$ cat config.mk
export PLATFORM = sky130hd
export DESIGN_NAME = led_pwm_dimmer
export DESIGN_NICKNAME = d
export VERILOG_FILES = /design/src/rtl/led_pwm_dimmer.sv
export SDC_FILE = /design/constraint.sdc
export NUM_CORES = 1
export LEC_CHECK = 0
export BUFFER_PORTS_ARGS = -buffer_cell sky130_fd_sc_hd__buf_2
export CAP_MARGIN = 25
export CORE_MARGIN = 1.5
export CORE_UTILIZATION = 58
export DETAILED_ROUTE_END_ITERATION = 16
export PLACE_DENSITY_LB_ADDON = 0.25
export REMOVE_ABC_BUFFERS = 1
export SLEW_MARGIN = 20
export SYNTH_ARGS = -nofsm -noshare
export SYNTH_HDL_FRONTEND = slang
export SYNTH_SLANG_ARGS = --single-unit
$ cat constraint.sdc
create_clock -name clk -period 3 [get_ports clk]
set_clock_uncertainty 0.1 [all_clocks]
set_input_delay 0.6 -clock clk [delete_from_list [all_inputs] [get_ports clk]]
set_output_delay 0.6 -clock clk [all_outputs]
set_load 0.01 [all_outputs]
$ cat src/rtl/led_pwm_dimmer.sv
// Multi-channel LED PWM dimmer: per-channel brightness targets with
// period-aligned updates and an optional one-step-per-FADE_DIV-periods ramp.
module led_pwm_dimmer #(
    parameter int unsigned N_CH     = 16,
    parameter int unsigned DUTY_W   = 8,
    parameter int unsigned PRESC    = 784,
    parameter int unsigned FADE_DIV = 4,
    localparam int unsigned CH_W    = (N_CH > 1) ? $clog2(N_CH) : 1
) (
    input  logic              clk,
    input  logic              rst,
    input  logic [N_CH-1:0]   led_on,
    input  logic              wr_en,
    input  logic [CH_W-1:0]   wr_ch,
    input  logic [DUTY_W-1:0] wr_duty,
    input  logic              fade_en,
    output logic [N_CH-1:0]   led_pwm,
    output logic              period_start,
    output logic              busy
);

    localparam int unsigned PRESC_W = (PRESC > 1) ? $clog2(PRESC) : 1;
    localparam int unsigned FADE_W  = (FADE_DIV > 1) ? $clog2(FADE_DIV) : 1;

    localparam logic [PRESC_W-1:0] PRESC_LAST = PRESC_W'(PRESC - 1);
    localparam logic [DUTY_W-1:0]  PWM_MAX    = DUTY_W'((1 << DUTY_W) - 2);
    localparam logic [FADE_W-1:0]  FADE_LAST  = FADE_W'(FADE_DIV - 1);

    logic [PRESC_W-1:0] presc_cnt;
    logic [DUTY_W-1:0]  pwm_cnt;
    logic [FADE_W-1:0]  fade_cnt;
    logic [DUTY_W-1:0]  cur [N_CH];
    logic [DUTY_W-1:0]  tgt [N_CH];

    logic tick;
    logic period_end;
    logic fade_step;

    // Timebase decode: PWM tick, last tick of the period, fade step period.
    always_comb begin
        tick       = (presc_cnt == PRESC_LAST);
        period_end = tick && (pwm_cnt == PWM_MAX);
        fade_step  = (fade_cnt == FADE_LAST);
    end

    // Prescaler, PWM counter and period-start pulse.
    always_ff @(posedge clk) begin
        if (rst) begin
            presc_cnt    <= '0;
            pwm_cnt      <= '0;
            period_start <= 1'b0;
        end else begin
            period_start <= period_end;
            if (tick) begin
                presc_cnt <= '0;
                if (pwm_cnt == PWM_MAX) begin
                    pwm_cnt <= '0;
                end else begin
                    pwm_cnt <= pwm_cnt + DUTY_W'(1);
                end
            end else begin
                presc_cnt <= presc_cnt + PRESC_W'(1);
            end
        end
    end

    // Fade period counter runs on every period boundary, ramp mode or not.
    always_ff @(posedge clk) begin
        if (rst) begin
            fade_cnt <= '0;
        end else if (period_end) begin
            if (fade_step) begin
                fade_cnt <= '0;
            end else begin
                fade_cnt <= fade_cnt + FADE_W'(1);
            end
        end
    end

    // Target registers; an index with no matching channel writes nothing.
    always_ff @(posedge clk) begin
        if (rst) begin
            for (int i = 0; i < int'(N_CH); i++) begin
                tgt[i] <= '0;
            end
        end else if (wr_en) begin
            for (int i = 0; i < int'(N_CH); i++) begin
                if (wr_ch == CH_W'(i)) begin
                    tgt[i] <= wr_duty;
                end
            end
        end
    end

    // Active duty changes only at a period boundary so a period is never cut.
    always_ff @(posedge clk) begin
        if (rst) begin
            for (int i = 0; i < int'(N_CH); i++) begin
                cur[i] <= '0;
            end
        end else if (period_end) begin
            for (int i = 0; i < int'(N_CH); i++) begin
                if (!fade_en) begin
                    cur[i] <= tgt[i];
                end else if (fade_step) begin
                    if (cur[i] < tgt[i]) begin
                        cur[i] <= cur[i] + DUTY_W'(1);
                    end else if (cur[i] > tgt[i]) begin
                        cur[i] <= cur[i] - DUTY_W'(1);
                    end
                end
            end
        end
    end

    // Registered PWM compare; led_on gates without waiting for a boundary.
    always_ff @(posedge clk) begin
        if (rst) begin
            led_pwm <= '0;
        end else begin
            for (int i = 0; i < int'(N_CH); i++) begin
                led_pwm[i] <= led_on[i] && (pwm_cnt < cur[i]);
            end
        end
    end

    // Any channel still away from its target.
    always_comb begin
        busy = 1'b0;
        for (int i = 0; i < int'(N_CH); i++) begin
            if (cur[i] != tgt[i]) begin
                busy = 1'b1;
            end
        end
    end

endmodule

==> impl_metrics.json, run 1 <==
{
  "hold_class": "input port to flop",
  "slowest_stage": "edfxtp_1",
  "crit_top_cell": "nand4_1",
  "clkTransAtPathRegs_ps": 60,
  "ir_worst_vdd_uv": 514,
  "leakage_nw": 10.6,
  "clk_latency_ps": 560,
  "first_iter_violations": 1853,
  "min_period_ps": 3220,
  "grt_overflow": 0,
  "cp_data_required_time_ps": 2300,
  "setup_viol": 1,
  "ys_seq_area_share_pct": 38.8,
  "cp.arrival_ps": 2520,
  "cts_hold_buf": 0,
  "place_area_um2": 23200,
  "clock-root-buffer": "clkbuf_16",
  "nNetsFinal": 2858,
  "wl_per_cell_um": 21.5,
  "synthFlopType": "edfxtp_1",
  "grtUsageTotal_pct": 33.7,
  "hold_viol_final": 0,
  "outcome": "complete, but fails checks",
  "clockBufferDepth": 3,
  "grt_max_degree": 40,
  "die_w_um": 197,
  "synthToLayoutAreaGrowth_pct": 15.9,
  "ant_nets": 0,
  "r2r_end": "cur[1][11]$_DFFE_PP_",
  "place_ws_ps": 28.3,
  "crit_start": "cur[1][27]$_SDFFCE_PP0P_",
  "holdPathEnd": "led_pwm[0]$_SDFF_PP0_",
  "slew_violations": 0,
  "drive_above_1_share_pct": 13.8,
  "cpLargestDelayFamily": "simple AND/OR/NAND/NOR gates",
  "crit_type": "flop to output port",
  "ys_ff_latch": 293,
  "synthCells": 2363,
  "max_freq_mhz": 310,
  "tightestPinTransition_ps": 708,
  "cp_cell_sequence": "ha_4 > nand4_1 > or2_4 > nor4_4 > buf_4 > nand4_1 > buf_6",
  "synth-edff-count": 256,
  "clock-sinks": 293,
  "final_cells": 3047,
  "whs_path_depth": 3,
  "totalWireLength_um": 65400,
  "ys_types": 69,
  "place_congestion": 0.951,
  "critPathMaxFanout": 3,
  "drc": 0,
  "yosysWarnings": 0,
  "syn_area_um2": 21700,
  "firstDrtPassIters": 5,
  "drv_cap": 0,
  "crit_buf_inv": 2,
  "vias": 19900,
  "cp_slowest_stage_delay_ps": 440,
  "design_area_um2": 25200,
  "cts_tree": "done",
  "antenna_found_initial": 0,
  "reg2reg_from": "cur[1][11]$_DFFE_PP_",
  "powerDensity_nw_per_um2": 458,
  "io_buffers": 49,
  "placementRows": 70,
  "ioPinCount": 50,
  "rsz0062_at_grt": "true",
  "avgSynthCellArea_um2": 9.19,
  "start_util_pct": 59.2,
  "grt_pass1_vias": 19000,
  "setup_ws_ps": -225,
  "reg2reg_depth": 8,
  "dieArea_um2": 38600,
  "worstSetupStartpointType": "flop",
  "numPlacedInstances": 2915,
  "cts_made_buffers": 37,
  "maxSlewHeadroom_pct": 52.5,
  "r2r_slack_ps": 160,
  "die_h_um": 197,
  "violations": "negative setup slack",
  "min_from": "led_on[0]",
  "htree_levels": 2,
  "viasPerCell": 6.54,
  "core_area_um2": 36700,
  "holdWs_ps": 171,
  "cp-end-kind": "output port",
  "post-route-period-util_pct": 107,
  "grt_pass1_wl_um": 101000,
  "async_reset_ff_share_pct": 0,
  "hpwl_um": 44200,
  "cp.depth": 7
}
## layout make-up
class	count	area, um^2
inverters	254	953
fillers	2851	11500
repair buffers	226	1620
diodes	1	2.50
clock buffers	46	1020
flip-flops and latches	293	8430
well taps	468	586
multi-input cells	1738	12300
clock inverters	21	289
## stage by stage
step | setup TNS (ps) | utilization (%) | total power [W]
6_report | -225 | 68.6 | 0.0115
4_1_cts | -198 | 68.1 | 0.0115
2_1_floorplan | -748490 | - | 0.00601
5_1_grt | -330 | 68.6 | 0.0119
3_3_place_gp | 0 | 63.1 | 0.00652
3_5_place_dp | 0 | 63.1 | 0.00659
## tightest hold or removal path, cell delays in order
cell,delay [ps]
buf_2,90
nand3_1,50
a31oi_1,40
## cells in the final DEF (no fill, tap or decap), types with 15 or more instances in the layout
cell       netlist  routed
o22ai_1         25      25
or3_1           16      15
nand2b_1        23      23
xnor2_1         68      68
nor2b_1         16      16
a221o_1         41      41
a21oi_1        148     147
edfxtp_1       256     256
o21bai_1        17      17
nand4_1         48      48
inv_1          253     252
a31oi_1         70      70
a21boi_0        17      17
clkbuf_16        0      39
dfxtp_1         37      37
buf_4            0     174
a221oi_1        23      23
nor2_1         226     224
o221ai_1        38      38
o211ai_1        23      23
nand3_1         91      91
o21ai_0        119     119
and3_1          26      26
nor3_1          49      48
a211oi_1        26      26
ha_1           276     268
nand2_1        166     164
buf_2            1      48
or2_2           24      16
## state kept, by name, indices dropped and copies added (netlist names)
signal	cells
presc_cnt	10
period_start	1
cur	128
led_pwm	16
pwm_cnt	8
tgt	128
fade_cnt	2
## cells by family after synthesis
| kind of cell | synth area share, % |
|---|---|
| simple gates | 16.2 |
| compound gates | 19.3 |
| buf+inv | 5.81 |
| flops | 38.8 |
| fa+ha+maj | 15.9 |
| xor+xnor | 3.23 |
| mux | 0.755 |
## routing by layer
layer	routed length [um]	GRT usage [%]	part of all wire (%)
met1	26300	44.4	40
met2	29700	53.8	45
met3	6290	5.29	9.6
met4	3050	17.4	4.7
met5	0	0	0
## synthesized netlist by cell type, drive strengths merged (4+ instances only)
cell | number | area, um^2
o221ai | 38 | 333
and4 | 5 | 43.8
nand3 | 91 | 455
or2 | 24 | 150
a221o | 41 | 410
a22oi | 7 | 52.6
a21oi | 153 | 785
o21bai | 17 | 128
nand2 | 166 | 623
a21boi | 17 | 128
o21a | 4 | 30.0
a31oi | 71 | 450
nor4 | 19 | 140
and3 | 26 | 163
o2bb2ai | 5 | 43.8
nor2 | 226 | 848
nand4 | 49 | 322
nor2b | 16 | 100
a22o | 6 | 52.6
buf | 12 | 61.3
nor3 | 51 | 265
or4 | 12 | 93.8
clkbuf | 66 | 248
ha | 276 | 3450
o21ai | 131 | 656
mux2i | 13 | 130
a21o | 11 | 82.6
dfxtp | 37 | 741
xnor2 | 68 | 596
nand2b | 23 | 144
edfxtp | 256 | 7690
or3 | 17 | 111
xor2 | 12 | 105
a211oi | 26 | 195
a31o | 4 | 35.0
inv | 253 | 950
o211ai | 23 | 173
o22ai | 25 | 156
a221oi | 23 | 201
a2111oi | 11 | 96.3
## how the worst max path moves through the flow
stage	end	slack (ps)
2_1_floorplan	cur[1][56]$_SDFFCE_PP0P_	-4170
3_3_place_gp	busy	20
3_5_place_dp	busy	30
4_1_cts	busy	-200
5_1_grt	busy	-320
6_report	busy	-220
## where the power goes
part           switching [W]  internal [W]  leakage (nW)
Sequential          0.000155       0.00467          2.84
Clock                0.00188       0.00297         0.642
Combinational        0.00114      0.000709          7.14
Total                0.00317       0.00835          10.6
## timing repair
action	4_1_cts	5_1_grt
gates cloned	0	0
setup buffers	51	13
endpoints found under the setup margin	1	56
gates resized for setup	22	14
pin swaps	13	5
(Power assumes the default switching activity.)
==> run 2, diff against run 1 <==
--- a/config.mk
+++ b/config.mk
@@ -10,7 +10,8 @@
 export CORE_MARGIN = 1.5
 export CORE_UTILIZATION = 58
 export DETAILED_ROUTE_END_ITERATION = 16
-export PLACE_DENSITY_LB_ADDON = 0.25
+export PLACE_DENSITY_LB_ADDON = 0.3
+export RECOVER_POWER = 50
 export REMOVE_ABC_BUFFERS = 1
 export SLEW_MARGIN = 20
 export SYNTH_ARGS = -nofsm -noshare
==> impl_metrics.json, run 2 (same netlist as run 1, synthesis figures left out) <==
{
  "outcome": "complete, but fails checks",
  "violations": "negative setup slack",
  "grt_pass1_wl_um": 101000,
  "reg2reg_from": "presc_cnt[0]$_SDFF_PP0_",
  "totalWireLength_um": 64300,
  "nNetsFinal": 2822,
  "dieArea_um2": 38600,
  "htree_levels": 2,
  "setup_viol": 2,
  "ir_worst_vdd_uv": 325,
  "final_cell_mix": "271 x ha_1, 256 x edfxtp_1, 252 x inv_1",
  "min_period_ps": 3380,
  "whs_path_depth": 3,
  "cts_hold_buf": 0,
  "wl_per_cell_um": 21.3,
  "synthToLayoutAreaGrowth_pct": 13.6,
  "start_util_pct": 59.2,
  "clockBufferDepth": 3,
  "ant_nets": 0,
  "max_freq_mhz": 296,
  "die_w_um": 197,
  "maxSlewHeadroom_pct": 14.3,
  "io_buffers": 49,
  "cp.arrival_ps": 2680,
  "drv_cap": 0,
  "core_area_um2": 36700,
  "grt_overflow": 0,
  "cts_tree": "done",
  "grt_max_degree": 48,
  "clock-sinks": 293,
  "design_area_um2": 24700,
  "powerDensity_nw_per_um2": 452,
  "grt_pass1_vias": 19300,
  "tightestPinTransition_ps": 1290,
  "antenna_found_initial": 3,
  "final_common_cell": "ha_1",
  "crit_type": "flop to output port",
  "place_area_um2": 23100,
  "die_h_um": 197,
  "hold_viol_final": 0,
  "leakage_nw": 10.3,
  "critPathMaxFanout": 4,
  "grtUsageTotal_pct": 33.1,
  "viasPerCell": 6.56,
  "cp_data_required_time_ps": 2300,
  "cp_slowest_stage_delay_ps": 420,
  "hpwl_um": 44500,
  "fill_cells": 2857,
  "ioPinCount": 50,
  "reg2reg_depth": 8,
  "vias": 19800,
  "firstDrtPassIters": 6,
  "worstSetupStartpointType": "flop",
  "crit_start": "cur[1][46]$_SDFFCE_PP0P_",
  "hold_class": "input port to flop",
  "placementRows": 70,
  "crit_end": "busy",
  "final_core_util_pct": 67.2,
  "finalPower_w": 0.0111,
  "clk_latency_ps": 530,
  "cts_made_buffers": 36,
  "cp_cell_sequence": "ha_4 > nand4_1 > or2_4 > nor4_4 > buf_4 > nand4_1 > buf_6",
  "drive_above_1_share_pct": 11.4,
  "crit_top_cell": "nand4_1",
  "cp-end-kind": "output port",
  "rsz0062_at_grt": "true",
  "r2r_slack_ps": -20,
  "place_ws_ps": -215,
  "first_iter_violations": 1780,
  "slew_violations": 0,
  "post-route-period-util_pct": 113,
  "setup_ws_ps": -380,
  "clock-root-buffer": "clkbuf_16",
  "clkTransAtPathRegs_ps": 70,
  "drc": 0,
  "top_regs": "cur x128, tgt x128, led_pwm x16",
  "slowest_stage": "edfxtp_1",
  "r2r_end": "cur[0][43]$_SDFFCE_PN0P_",
  "place_congestion": 0.985
}
run 2: cell count changes in the layout (fill, tap and decap cells not counted), sizes merged:
cell,delta
bufinv,-2
buf,-67
clkbuf,+27
diode,+3
inv,-3
clkinv,+5
clkinvlp,+4
run 2: cell type report:
cell class                      instances  area [um^2]  area share [%]
Multi-Input combinational cell       1738        12200            49.4
Sequential cell                       293         8430            34.2
Inverter                              254          953            3.86
Clock inverter                         25          256            1.04
Tap cell                              468          586            2.37
Clock buffer                           41          951            3.85
Antenna cell                            4         10.0          0.0406
Timing Repair Buffer                  191         1300            5.28
run 2: power breakdown:
| group | leakage (nW) | total (W) | internal (W) | switching [W] |
|---|---|---|---|---|
| Sequential | 2.84 | 0.00485 | 0.00468 | 0.000172 |
| Clock | 0.580 | 0.00452 | 0.00265 | 0.00187 |
| Combinational | 6.85 | 0.00178 | 0.000676 | 0.00110 |
run 2: worst min path at each step:
stage,from,endpoint,slack [ps]
6_report,led_on[3],led_pwm[3]$_SDFF_PP0_,200
4_1_cts,led_on[7],led_pwm[7]$_SDFF_PP0_,180
3_5_place_dp,fade_cnt[1]$_SDFFE_PP0P_,fade_cnt[1]$_SDFFE_PP0P_,350
5_1_grt,led_on[6],led_pwm[6]$_SDFF_PP0_,200
3_3_place_gp,presc_cnt[0]$_SDFF_PP0_,presc_cnt[0]$_SDFF_PP0_,340
2_1_floorplan,presc_cnt[0]$_SDFF_PP0_,presc_cnt[0]$_SDFF_PP0_,330
run 2: metal layers:
metal,part of all wire (%),vias up,track usage [%]
li1,-,9146,-
met1,39,9344,41.3
met2,47,1056,55.8
met3,8.7,216,4.83
met4,5.2,0,17.5
met5,0,-,0
run 2: stage by stage:
stage               std cells  hold slack, ps  setup TNS (ps)
floorplan                2285             326         -748490
global placement         2901             340            -184
detailed placement       2902             355            -215
CTS                      2996             181            -260
global route             3012             204          -13190
finish                   3014             196            -402
run 2: critical path, delay by kind of cell, from the launching register on:
family / cells / cell delay [ps]
and+or+nand+nor: 4 / 1050
DFF: 1 / 420
buffers and inverters: 2 / 370
adders and majority gates: 1 / 290
run 2: what timing repair did:
action                     4_1_cts  5_1_grt
pin swaps                        8        7
resized for setup               14       12
buffers inserted                28       14
setup endpoints to repair        1       82
==> run 3, diff against run 2 <==
--- a/config.mk
+++ b/config.mk
@@ -10,7 +10,7 @@
 export CORE_MARGIN = 1.5
 export CORE_UTILIZATION = 58
 export DETAILED_ROUTE_END_ITERATION = 16
-export PLACE_DENSITY_LB_ADDON = 0.3
+export PLACE_DENSITY = 0.78
 export RECOVER_POWER = 50
 export REMOVE_ABC_BUFFERS = 1
 export SLEW_MARGIN = 20
==> impl_metrics.json, run 3 (same netlist as run 1, synthesis figures left out) <==
{
  "cp.arrival_ps": 2580,
  "post-route-period-util_pct": 109,
  "core_area_um2": 36700,
  "cts_made_buffers": 35,
  "top_usage_layer": "met2",
  "final_common_cell": "ha_1",
  "grt_pass1_wl_um": 102000,
  "max_freq_mhz": 305,
  "top_regs": "cur x128, tgt x128, led_pwm x16",
  "reg2reg_depth": 9,
  "maxSlewHeadroom_pct": -24.6,
  "wl_per_cell_um": 21.2,
  "clockBufferDepth": 3,
  "die_h_um": 197,
  "drc": 0,
  "clock-root-buffer": "clkbuf_16",
  "cp_slowest_stage_delay_ps": 460,
  "cts_tree": "done",
  "totalWireLength_um": 64700,
  "cp-end-kind": "output port",
  "drv_cap": 1,
  "grt_pass1_vias": 19500,
  "r2r_slack_ps": -30,
  "finalPower_w": 0.0112,
  "multi_input_comb_area_um2": 12300,
  "drive_above_1_share_pct": 13.1,
  "critPathMaxFanout": 2,
  "place_congestion": 0.968,
  "htree_levels": 2,
  "grt_overflow": 0,
  "whs_path_depth": 3,
  "antenna_found_initial": 1,
  "hpwl_um": 43200,
  "worstSetupStartpointType": "flop",
  "use_met1_pct": 44.2,
  "leakage_nw": 10.5,
  "placementRows": 70,
  "min_period_ps": 3280,
  "firstDrtPassIters": 6,
  "crit_top_cell": "nand4_1",
  "fill_cells": 2849,
  "slew_violations": 65,
  "slowest_stage": "edfxtp_1",
  "io_buffers": 49,
  "vias": 19800,
  "setup_ws_ps": -283,
  "setup_viol": 13,
  "dieArea_um2": 38600,
  "powerDensity_nw_per_um2": 445,
  "clk_latency_ps": 560,
  "outcome": "complete, but fails checks",
  "rsz0062_at_grt": "true",
  "hold_class": "input port to flop",
  "grt_use_met3_pct": 5.34,
  "cp_cell_sequence": "ha_4 > nand4_1 > or2_4 > nor4_4 > buf_4 > nand4_1 > buf_2",
  "synthToLayoutAreaGrowth_pct": 15.6,
  "crit_type": "flop to output port",
  "violations": "max-capacitance violations, max-slew violations, negative setup slack",
  "first_iter_violations": 1709,
  "die_w_um": 197,
  "viasPerCell": 6.48,
  "hold_viol_final": 0,
  "start_util_pct": 59.2,
  "holdWs_ps": 176,
  "clkTransAtPathRegs_ps": 70,
  "final_cell_mix": "268 x ha_1, 256 x edfxtp_1, 249 x inv_1",
  "grt_max_degree": 65,
  "nNetsFinal": 2872,
  "ioPinCount": 50,
  "grtUsageTotal_pct": 33.6,
  "tightestPinTransition_ps": 1870,
  "ir_worst_vdd_uv": 434,
  "grt_use_met2_pct": 54.3,
  "ant_nets": 0,
  "cp_data_required_time_ps": 2300,
  "seq_area_um2": 8430,
  "clock-sinks": 293
}
==> run 3: changes by cell type in the layout (fill, tap and decap cells not counted), moves of 4 or more <==
cell | before | now
o21ai_1 | 12 | 8
clkbuf_1 | 26 | 39
or2_2 | 20 | 12
or2_4 | 4 | 12
buf_4 | 124 | 172
clkbuf_2 | 9 | 5
==> run 3: repair_timing <==
item	CTS	global route
setup endpoints to repair	1	50
hold buffers	0	0
gates resized for setup	31	18
setup buffers	49	4
pin swaps	15	7
==> run 3: per-layer routing <==
| metal | part of all wire (%) | up-vias |
|---|---|---|
| met5 | 0.020 | - |
| met3 | 8.7 | 185 |
| met2 | 46 | 964 |
| met4 | 4.1 | 2 |
| li1 | - | 9230 |
| met1 | 41 | 9443 |
==> run 3: area by class of cell <==
cell class,instances,share of cell area (%)
multi-input cells,1738,49.0
flip-flops and latches,293,33.6
repair buffers,242,6.56
clock buffers,46,3.86
inverters,254,3.80
well taps,468,2.33
clock inverters,17,0.892
diodes,1,0.00997
==> run 3: final timing paths <==
check | from | to
worst max-delay path | cur[1][38]$_SDFFCE_PP0P_ | busy
worst min-delay path | led_on[14] | led_pwm[14]$_SDFF_PP0_
worst max register to register | presc_cnt[0]$_SDFF_PP0_ | cur[1][37]$_SDFFCE_PP0P_
worst min register to register | fade_cnt[1]$_SDFFE_PP0P_ | fade_cnt[1]$_SDFFE_PP0P_
==> run 3: worst max-delay path: cells and delay by family (launching register included) <==
kind / cells / cell delay (ps)
simple gates: 4 / 890
flops: 1 / 460
buf+inv: 2 / 380
fa+ha+maj: 1 / 300
==> run 3: report_power, final <==
part	internal, W	switching (W)	total (W)
Clock	0.00272	0.00179	0.00451
Combinational	0.000711	0.00115	0.00186
Sequential	0.00467	0.000137	0.00481
Total	0.00810	0.00308	0.0112
==> run 3: per-stage QoR <==
step | area, um^2 | setup TNS (ps) | util [%] | worst slack (ps) | std cells
global route | 25100 | -8300 | 68.4 | -301 | 3058
global placement | 23300 | 0 | 63.6 | 66.4 | 2938
floorplan | 21400 | -748490 | - | -4170 | 2285
CTS | 25100 | -224 | 68.4 | -224 | 3054
finish | 25100 | -1970 | 68.4 | -283 | 3059
detailed placement | 23400 | 0 | 63.6 | 4.91 | 2942
